### src/rtl/jtag_dr_pkg.sv
// Shared constants for the JTAG debug-register link (receiver and transmitter).
// JTAG_TX_STATUS_EN widens the TX shift register with a leading valid bit.
package jtag_dr_pkg;
  localparam int JTAG_DR_W           = 32;
  localparam int JTAG_TCK_SYNC_DEPTH = 3;

`ifdef JTAG_TX_STATUS_EN
  localparam int JTAG_SREG_W = JTAG_DR_W + 1;
`else
  localparam int JTAG_SREG_W = JTAG_DR_W;
`endif

  localparam int JTAG_CNT_W = $clog2(JTAG_SREG_W + 1);
  localparam logic [JTAG_CNT_W-1:0] JTAG_SREG_CNT = JTAG_CNT_W'(JTAG_SREG_W);

  // JTAGG user chain selection and the matching ER1/ER2 instruction codes
  localparam int         JTAG_CHAIN_1  = 1;
  localparam int         JTAG_CHAIN_2  = 2;
  localparam logic [7:0] JTAG_IR_CHAIN1 = 8'h32;
  localparam logic [7:0] JTAG_IR_CHAIN2 = 8'h38;
endpackage

### src/rtl/jtag_tck_sync.sv
// Oversamples raw JTCK into the clk domain and flags its rising/falling edges.
module jtag_tck_sync
  import jtag_dr_pkg::*;
#(
  parameter int DEPTH = JTAG_TCK_SYNC_DEPTH
) (
  input  logic clk,
  input  logic rst,
  input  logic jtck,
  output logic tck_rise,
  output logic tck_fall
);
  logic [DEPTH-1:0] tck_s;

  always_ff @(posedge clk or posedge rst) begin
    if (rst) tck_s <= '0;
    else     tck_s <= {tck_s[DEPTH-2:0], jtck};
  end

  // oldest two stages: [DEPTH-1] is the earlier sample
  assign tck_rise = (tck_s[DEPTH-1:DEPTH-2] == 2'b01);
  assign tck_fall = (tck_s[DEPTH-1:DEPTH-2] == 2'b10);
endmodule

### src/rtl/jtag_dr_tx.sv
// JTAG DR transmit path: one-entry holding register, captured at Capture-DR and
// shifted LSB-first onto JTDO1/JTDO2. Optional JTAG_TX_STATUS_EN adds a valid bit at bit 0.
module jtag_dr_tx
  import jtag_dr_pkg::*;
#(
  parameter int CHAIN = JTAG_CHAIN_1
) (
  input  logic                 clk,
  input  logic                 rst,
  input  logic                 jtck,
  input  logic                 jshift,
  input  logic                 jce1,
  input  logic                 jce2,
  input  logic                 jrstn,
  output logic                 jtdo,
  input  logic [JTAG_DR_W-1:0] tx_data,
  input  logic                 tx_valid,
  output logic                 tx_ready,
  output logic                 tx_consumed
);
  logic                   tck_rise, tck_fall;
  logic                   sel_jce, capture, shift;
  logic [JTAG_DR_W-1:0]   hold;
  logic                   full;
  logic [JTAG_SREG_W-1:0] sreg;
  logic [JTAG_SREG_W-1:0] cap_word;
  logic [JTAG_CNT_W-1:0]  cnt;

  jtag_tck_sync u_tck_sync (
    .clk      (clk),
    .rst      (rst),
    .jtck     (jtck),
    .tck_rise (tck_rise),
    .tck_fall (tck_fall)
  );

  assign sel_jce  = (CHAIN == JTAG_CHAIN_2) ? jce2 : jce1;
  assign capture  = tck_rise && sel_jce && !jshift;
  assign shift    = tck_fall && sel_jce && jshift;
  assign tx_ready = !full;
  assign jtdo     = sreg[0];

`ifdef JTAG_TX_STATUS_EN
  assign cap_word = {hold, 1'b1};
`else
  assign cap_word = hold;
`endif

  always_ff @(posedge clk or posedge rst) begin
    if (rst) begin
      sreg        <= '0;
      cnt         <= '0;
      hold        <= '0;
      full        <= 1'b0;
      tx_consumed <= 1'b0;
    end else begin
      tx_consumed <= 1'b0;
      // TAP reset only drops the scan in progress; a pending word stays held
      if (!jrstn) begin
        sreg <= '0;
        cnt  <= '0;
      end else if (capture) begin
        cnt <= '0;
        if (full) begin
          sreg        <= cap_word;
          full        <= 1'b0;
          tx_consumed <= 1'b1;
        end else begin
          sreg <= '0;
        end
      end else if (shift) begin
        if (cnt < JTAG_SREG_CNT) begin
          sreg <= {1'b0, sreg[JTAG_SREG_W-1:1]};
          cnt  <= cnt + 1'b1;
        end else begin
          sreg <= '0;
        end
      end
      // full was low here, so this never collides with the capture clearing it
      if (tx_valid && !full) begin
        hold <= tx_data;
        full <= 1'b1;
      end
    end
  end
endmodule

### config.mk
export PLATFORM = sky130hd
export DESIGN_NAME = jtag_dr_tx
export DESIGN_NICKNAME = d
export VERILOG_FILES = /design/src/rtl/jtag_dr_pkg.sv /design/src/rtl/jtag_tck_sync.sv /design/src/rtl/jtag_dr_tx.sv
export SDC_FILE = /design/constraint.sdc
export NUM_CORES = 1
export LEC_CHECK = 0
export BUFFER_PORTS_ARGS = -buffer_cell sky130_fd_sc_hd__buf_2
export CAP_MARGIN = 15
export CORE_MARGIN = 1.5
export CORE_UTILIZATION = 40
export DETAILED_ROUTE_END_ITERATION = 8
export PLACE_DENSITY = 0.66
export RECOVER_POWER = 50
export SETUP_SLACK_MARGIN = 0.2
export SLEW_MARGIN = 40
export SYNTH_ARGS = -nofsm -noshare
export SYNTH_HDL_FRONTEND = slang
export SYNTH_SLANG_ARGS = --single-unit
### constraint.sdc
create_clock -name clk -period 6.5 [get_ports clk]
set_input_delay 0.975 -clock clk [delete_from_list [all_inputs] [get_ports clk]]
set_output_delay 0.975 -clock clk [all_outputs]
set_load 0.02 [all_outputs]
Word-level counts from Yosys, hierarchy flattened
Cells that the tools add are included.
- $lt $le $gt $ge: 1
- add/subtract/negate cells: 1
- reductions and logical operators: 11
- equality and inequality tests: 4
- multiplexer cells: 15
- operators with widths (operator ; number):
    32-bit two-way mux ; 4
    31-bit two-way mux ; 1
    6-bit two-way mux ; 4
    6-bit by 1-bit adder with 6-bit output (second input constant) ; 1
    6-bit less-than comparator (second input constant) ; 1
    1-bit two-way mux ; 6
    3-bit by 1-bit inequality test with 1-bit output (second input constant) ; 2
    1-bit logical AND ; 5
    2-bit AND reduction ; 2
    2-bit nonzero test ; 2
    2-bit by 1-bit equality test with 1-bit output (second input constant) ; 1
    2-bit equality test (second input constant) ; 1
    1-bit logical NOT ; 2
- input port bits: 40
- logic and storage cells: 38
- register bits after elaboration: 75
- output and inout bits: 3

Longest topological paths before layout
- word-level depth: 6
- gate-level depth with buffers: 5

By module
From an unflattened synthesis, not the netlist that was laid out.
- cell total of the unflattened synthesis: 236
- area, all modules: 3186.8 um^2
- by module, submodules not included (module ; area each (um^2) ; instances ; cells an instance ; seq. area each (um^2)):
    jtag_dr_tx ; 3093.0 ; 1 ; 230 ; 1801.7
    jtag_tck_sync ; 93.8 ; 1 ; 6 ; 75.1

Worst setup path before layout
OpenSTA, ideal clock, no wires.
- path type: input -> register
- from: input port tx_valid
- to: register hold[11] (netlist: cap_word[11])
- setup slack: 4565 ps
- library setup time: 125 ps
- stages: 4
- path buffers: 2
- data arrival time: 1810 ps
- path through: nor2b_1 -> clkbuf_1 -> buf_2 -> mux2_2
- longest elaborated chain between the ends: 1
- RTL lines (element ; line ; RTL):
    start: declaration ; jtag_dr_tx.sv:17 ; input logic tx_valid,
    1-bit logical AND ; jtag_dr_tx.sv:80 ; if (tx_valid && !full) begin
    end signal: assignment ; jtag_dr_tx.sv:81 ; hold <= tx_data;
    end: declaration ; jtag_dr_tx.sv:23 ; logic [JTAG_DR_W-1:0] hold;
Every way passes these cells.
A chain may end at the register's enable or synchronous reset.

Worst setup path after layout
- from: input port jshift
- to: register sreg[6]
- longest elaborated chain between the ends: 4
- elaborated cells between the ends (all ways): 6
- those cells by class: eq/ne: 1; mux: 2; reduce/logical: 3
- RTL lines (element ; line ; RTL):
    start: declaration ; jtag_dr_tx.sv:11 ; input logic jshift,
    1-bit logical NOT ; jtag_dr_tx.sv:38 ; assign capture = tck_rise && sel_jce && !jshift;
    1-bit logical AND ; jtag_dr_tx.sv:38 ;
    32-bit two-way mux ; jtag_dr_tx.sv:62 ; end else if (capture) begin
    32-bit two-way mux ; jtag_dr_tx.sv:59 ; if (!jrstn) begin
    end signal: assignment ; jtag_dr_tx.sv:65 ; sreg <= cap_word;
    end signal: assignment ; jtag_dr_tx.sv:73 ; sreg <= {1'b0, sreg[JTAG_SREG_W-1:1]};
    end: declaration ; jtag_dr_tx.sv:25 ; logic [JTAG_SREG_W-1:0] sreg;
Several ways; a longest one is shown, not always the timed one.

==> impl_metrics.ini <==
[setup_path]
cp-end-kind = flip-flop
cp_top_family = simple AND/OR/NAND/NOR gates
worst_path_largest_cell_delay_ns = 0.71
startpoint = jshift
cp_max_fo = 38
worstSetupStartpointType = input pin
crit_required_ns = 6.77
r2r_end = sreg[6]$_DFFE_PP0P_
crit_cells = 5
worstReg2RegStart = u_tck_sync.tck_s[2]$_DFF_PP0_
path_cells = buf_2, nand4bb_2, buf_4, and3_2, a22o_1
crit_buf_inv = 2
arrival_ns = 2.75
slowest_stage = and3_2
worst_setup_path_endpoint = sreg[6]$_DFFE_PP0P_
r2r_slack_ns = 4.36
path_class = in -> reg
worstRegToRegCells = 4

[timing]
rsz0062_at_grt = false
whs_ns = 0.362
setup_violations = 0
relSlewSlack = 0.540
min_period_ns = 2.48
max_freq_ghz = 0.403
worst_pin_slew_ns = 0.690
hold_viol_final = 0
slew_violations = 0
postLayoutSetupSlackWorst_ns = 4.02
finClkSkew_ns = 0.00482
fin_crit_sh = 0.381
fin_setup_tns_ns = 0

[drt]
vias_per_cell = 5.19
highest_layer = met4
m1WireLength_mm = 3.12
vias = 2305
ant_nets = 0
routedWlPerCell_um = 14.4
dr_wl_met2_mm = 2.98
route.met3.wl_um = 221
dr.pass1.iters = 4
drt_iter0_drc = 115
wirelength_mm = 6.38
drc = 0

[die]
core_area_mm2 = 0.00868
rows = 34
start_util = 0.412
io_pins = 43
chipWidth_um = 97.5
die_h_um = 97.5
die_area_mm2 = 0.00951

[grt]
grt_usage = 0.149
first_global_vias = 2433
grt_max_degree = 76
grt_overflow = 0
antenna_found_initial = 0
grt_pass1_wl_mm = 11.5

[yosys]
ys_ff_latch = 75
synth_area_mm2 = 0.00357
synth_commonest_cells = 75 x dfrtp_1, 36 x nand2_1, 32 x nand2b_1
ys_warn_count = 0
seq_area_frac_synth = 0.525
syn_nets = 340
synth.distinct_cells = 34
synth.most_common_cell = dfrtp_1
synth_edf_count = 0
synth_top_cell_area_share = 0.525
yosys.area.top_type = dfrtp_1
synth_flop_cell = dfrtp_1
synth_area_per_cell_um2 = 12.0
async_flop_share = 1.00
netlist_instances = 299
synth_area_leaders = dfrtp_1 53%, mux2_2 9.8%, mux2i_1 8.7%

[pwr]
power.leakage_nw = 2.05
p_sw_frac = 0.237
vdd_drop_max_v = 0.000128
p_sw_mw = 0.258
combPwrFrac = 0.124
p_per_area_mw_per_mm2 = 270
intPower_mw = 0.831
seqPwrFrac = 0.518
power.share.clock = 0.357

[clock_tree]
clockRootBuffer = clkbuf_8
post-cts-setup-buffers = 0
cts_tree = yes
cts_inserted_buffers = 9
htree_levels = 3
cts.sink_count = 75
ctsHoldBuffers = 0
clk-insertion-delay-late_ns = 0.34
ctsResizeCount = 0
cts_max_path_buffers = 2
clk_pin_slew_ns = 0.07

[min_path]
min_delay_path_depth = 0
hold_class = reg -> reg

[finish]
layout-drive-gt1-share = 0.295
n_antenna_cell = 0
fin_util = 0.464
nNetsFinal = 373
area_delta_synth_final_pct = 12.7

[placement]
dp_hpwl_mm = 3.96
io_buffers = 41
post-place-ws_ns = 3.65
finalWeightedCongestion = 0.794

[run_status]
status = finished, final reports clean

[flow_run]
max_cap_violations = 0
-- logic make-up (layout without fill, tap and decap cells) --
logic type	count (synthesis)	in the layout	share of synthesized area
and+or+nand+nor	89	89	0.135
DFF	75	75	0.525
muxes	63	63	0.188
AOI/OAI and AO/OA	44	44	0.103
buffers and inverters	27	64	0.0455
adders and majority gates	1	1	0.00350
-- metrics by stage --
step / total power, mW / instance area, um^2 / cells
3_5_place_dp: 0.714 / 3810 / 429
5_1_grt: 1.15 / 4030 / 444
2_1_floorplan: 0.676 / 3570 / 299
6_report: 1.09 / 4030 / 444
3_3_place_gp: 0.708 / 3810 / 429
4_1_cts: 1.11 / 4030 / 444
-- cells in the final DEF, fill, tap and decap left out, drive strengths merged, types with 2 or more instances in the layout --
cell type / synthesis / routed
dfrtp: 75 / 75
buf: 15 / 46
nand2: 36 / 36
nand2b: 32 / 32
mux2: 32 / 32
mux2i: 31 / 31
a22o: 31 / 31
clkbuf: 9 / 10
a21oi: 4 / 4
nor2: 4 / 4
nand3: 3 / 3
inv: 3 / 3
or3: 2 / 2
o31ai: 2 / 2
and3b: 2 / 2
bufinv: 0 / 2
clkinv: 0 / 2
nor2b: 2 / 2
and3: 2 / 2
a21boi: 2 / 2
-- metal layers --
| layer | vias up | track usage |
|---|---|---|
| li1 | 1116 | - |
| met1 | 1152 | 0.198 |
| met2 | 33 | 0.233 |
| met3 | 4 | 0.0424 |
| met4 | 0 | 0.0571 |
| met5 | - | 0 |
-- power by group through the flow --
stage	Clock, mW	Sequential, mW	Combinational [mW]
floorplan	0	0.563	0.113
global placement	0	0.573	0.135
detailed placement	0	0.575	0.139
CTS	0.401	0.566	0.140
global route	0.420	0.574	0.155
finish	0.389	0.564	0.135
-- sequential cells by signal (all words and copies together) (netlist names) --
| signal | count |
|---|---|
| full | 1 |
| cap_word | 32 |
| sreg | 32 |
| cnt | 6 |
| u_tck_sync.tck_s | 3 |
| tx_consumed | 1 |
-- cell type report --
cell class | count | area [um^2]
fillers | 825 | 4650
flip-flops and latches | 75 | 1880
multi-input cells | 197 | 1540
repair buffers | 46 | 246
clock buffers | 10 | 138
well taps | 108 | 135
clock inverters | 5 | 77.6
inverters | 3 | 11.3
-- how the worst min path moves through the flow --
| stage | start | to | slack (ns) |
|---|---|---|---|
| 5_1_grt | u_tck_sync.tck_s[0]$_DFF_PP0_ | u_tck_sync.tck_s[1]$_DFF_PP0_ | 0.39 |
| 3_5_place_dp | u_tck_sync.tck_s[0]$_DFF_PP0_ | u_tck_sync.tck_s[1]$_DFF_PP0_ | 0.35 |
| 3_3_place_gp | u_tck_sync.tck_s[0]$_DFF_PP0_ | u_tck_sync.tck_s[1]$_DFF_PP0_ | 0.34 |
| 2_1_floorplan | u_tck_sync.tck_s[0]$_DFF_PP0_ | u_tck_sync.tck_s[1]$_DFF_PP0_ | 0.33 |
| 6_report | u_tck_sync.tck_s[0]$_DFF_PP0_ | u_tck_sync.tck_s[1]$_DFF_PP0_ | 0.36 |
| 4_1_cts | u_tck_sync.tck_s[0]$_DFF_PP0_ | u_tck_sync.tck_s[1]$_DFF_PP0_ | 0.37 |
No activity file was read; power rests on OpenSTA's default activity.
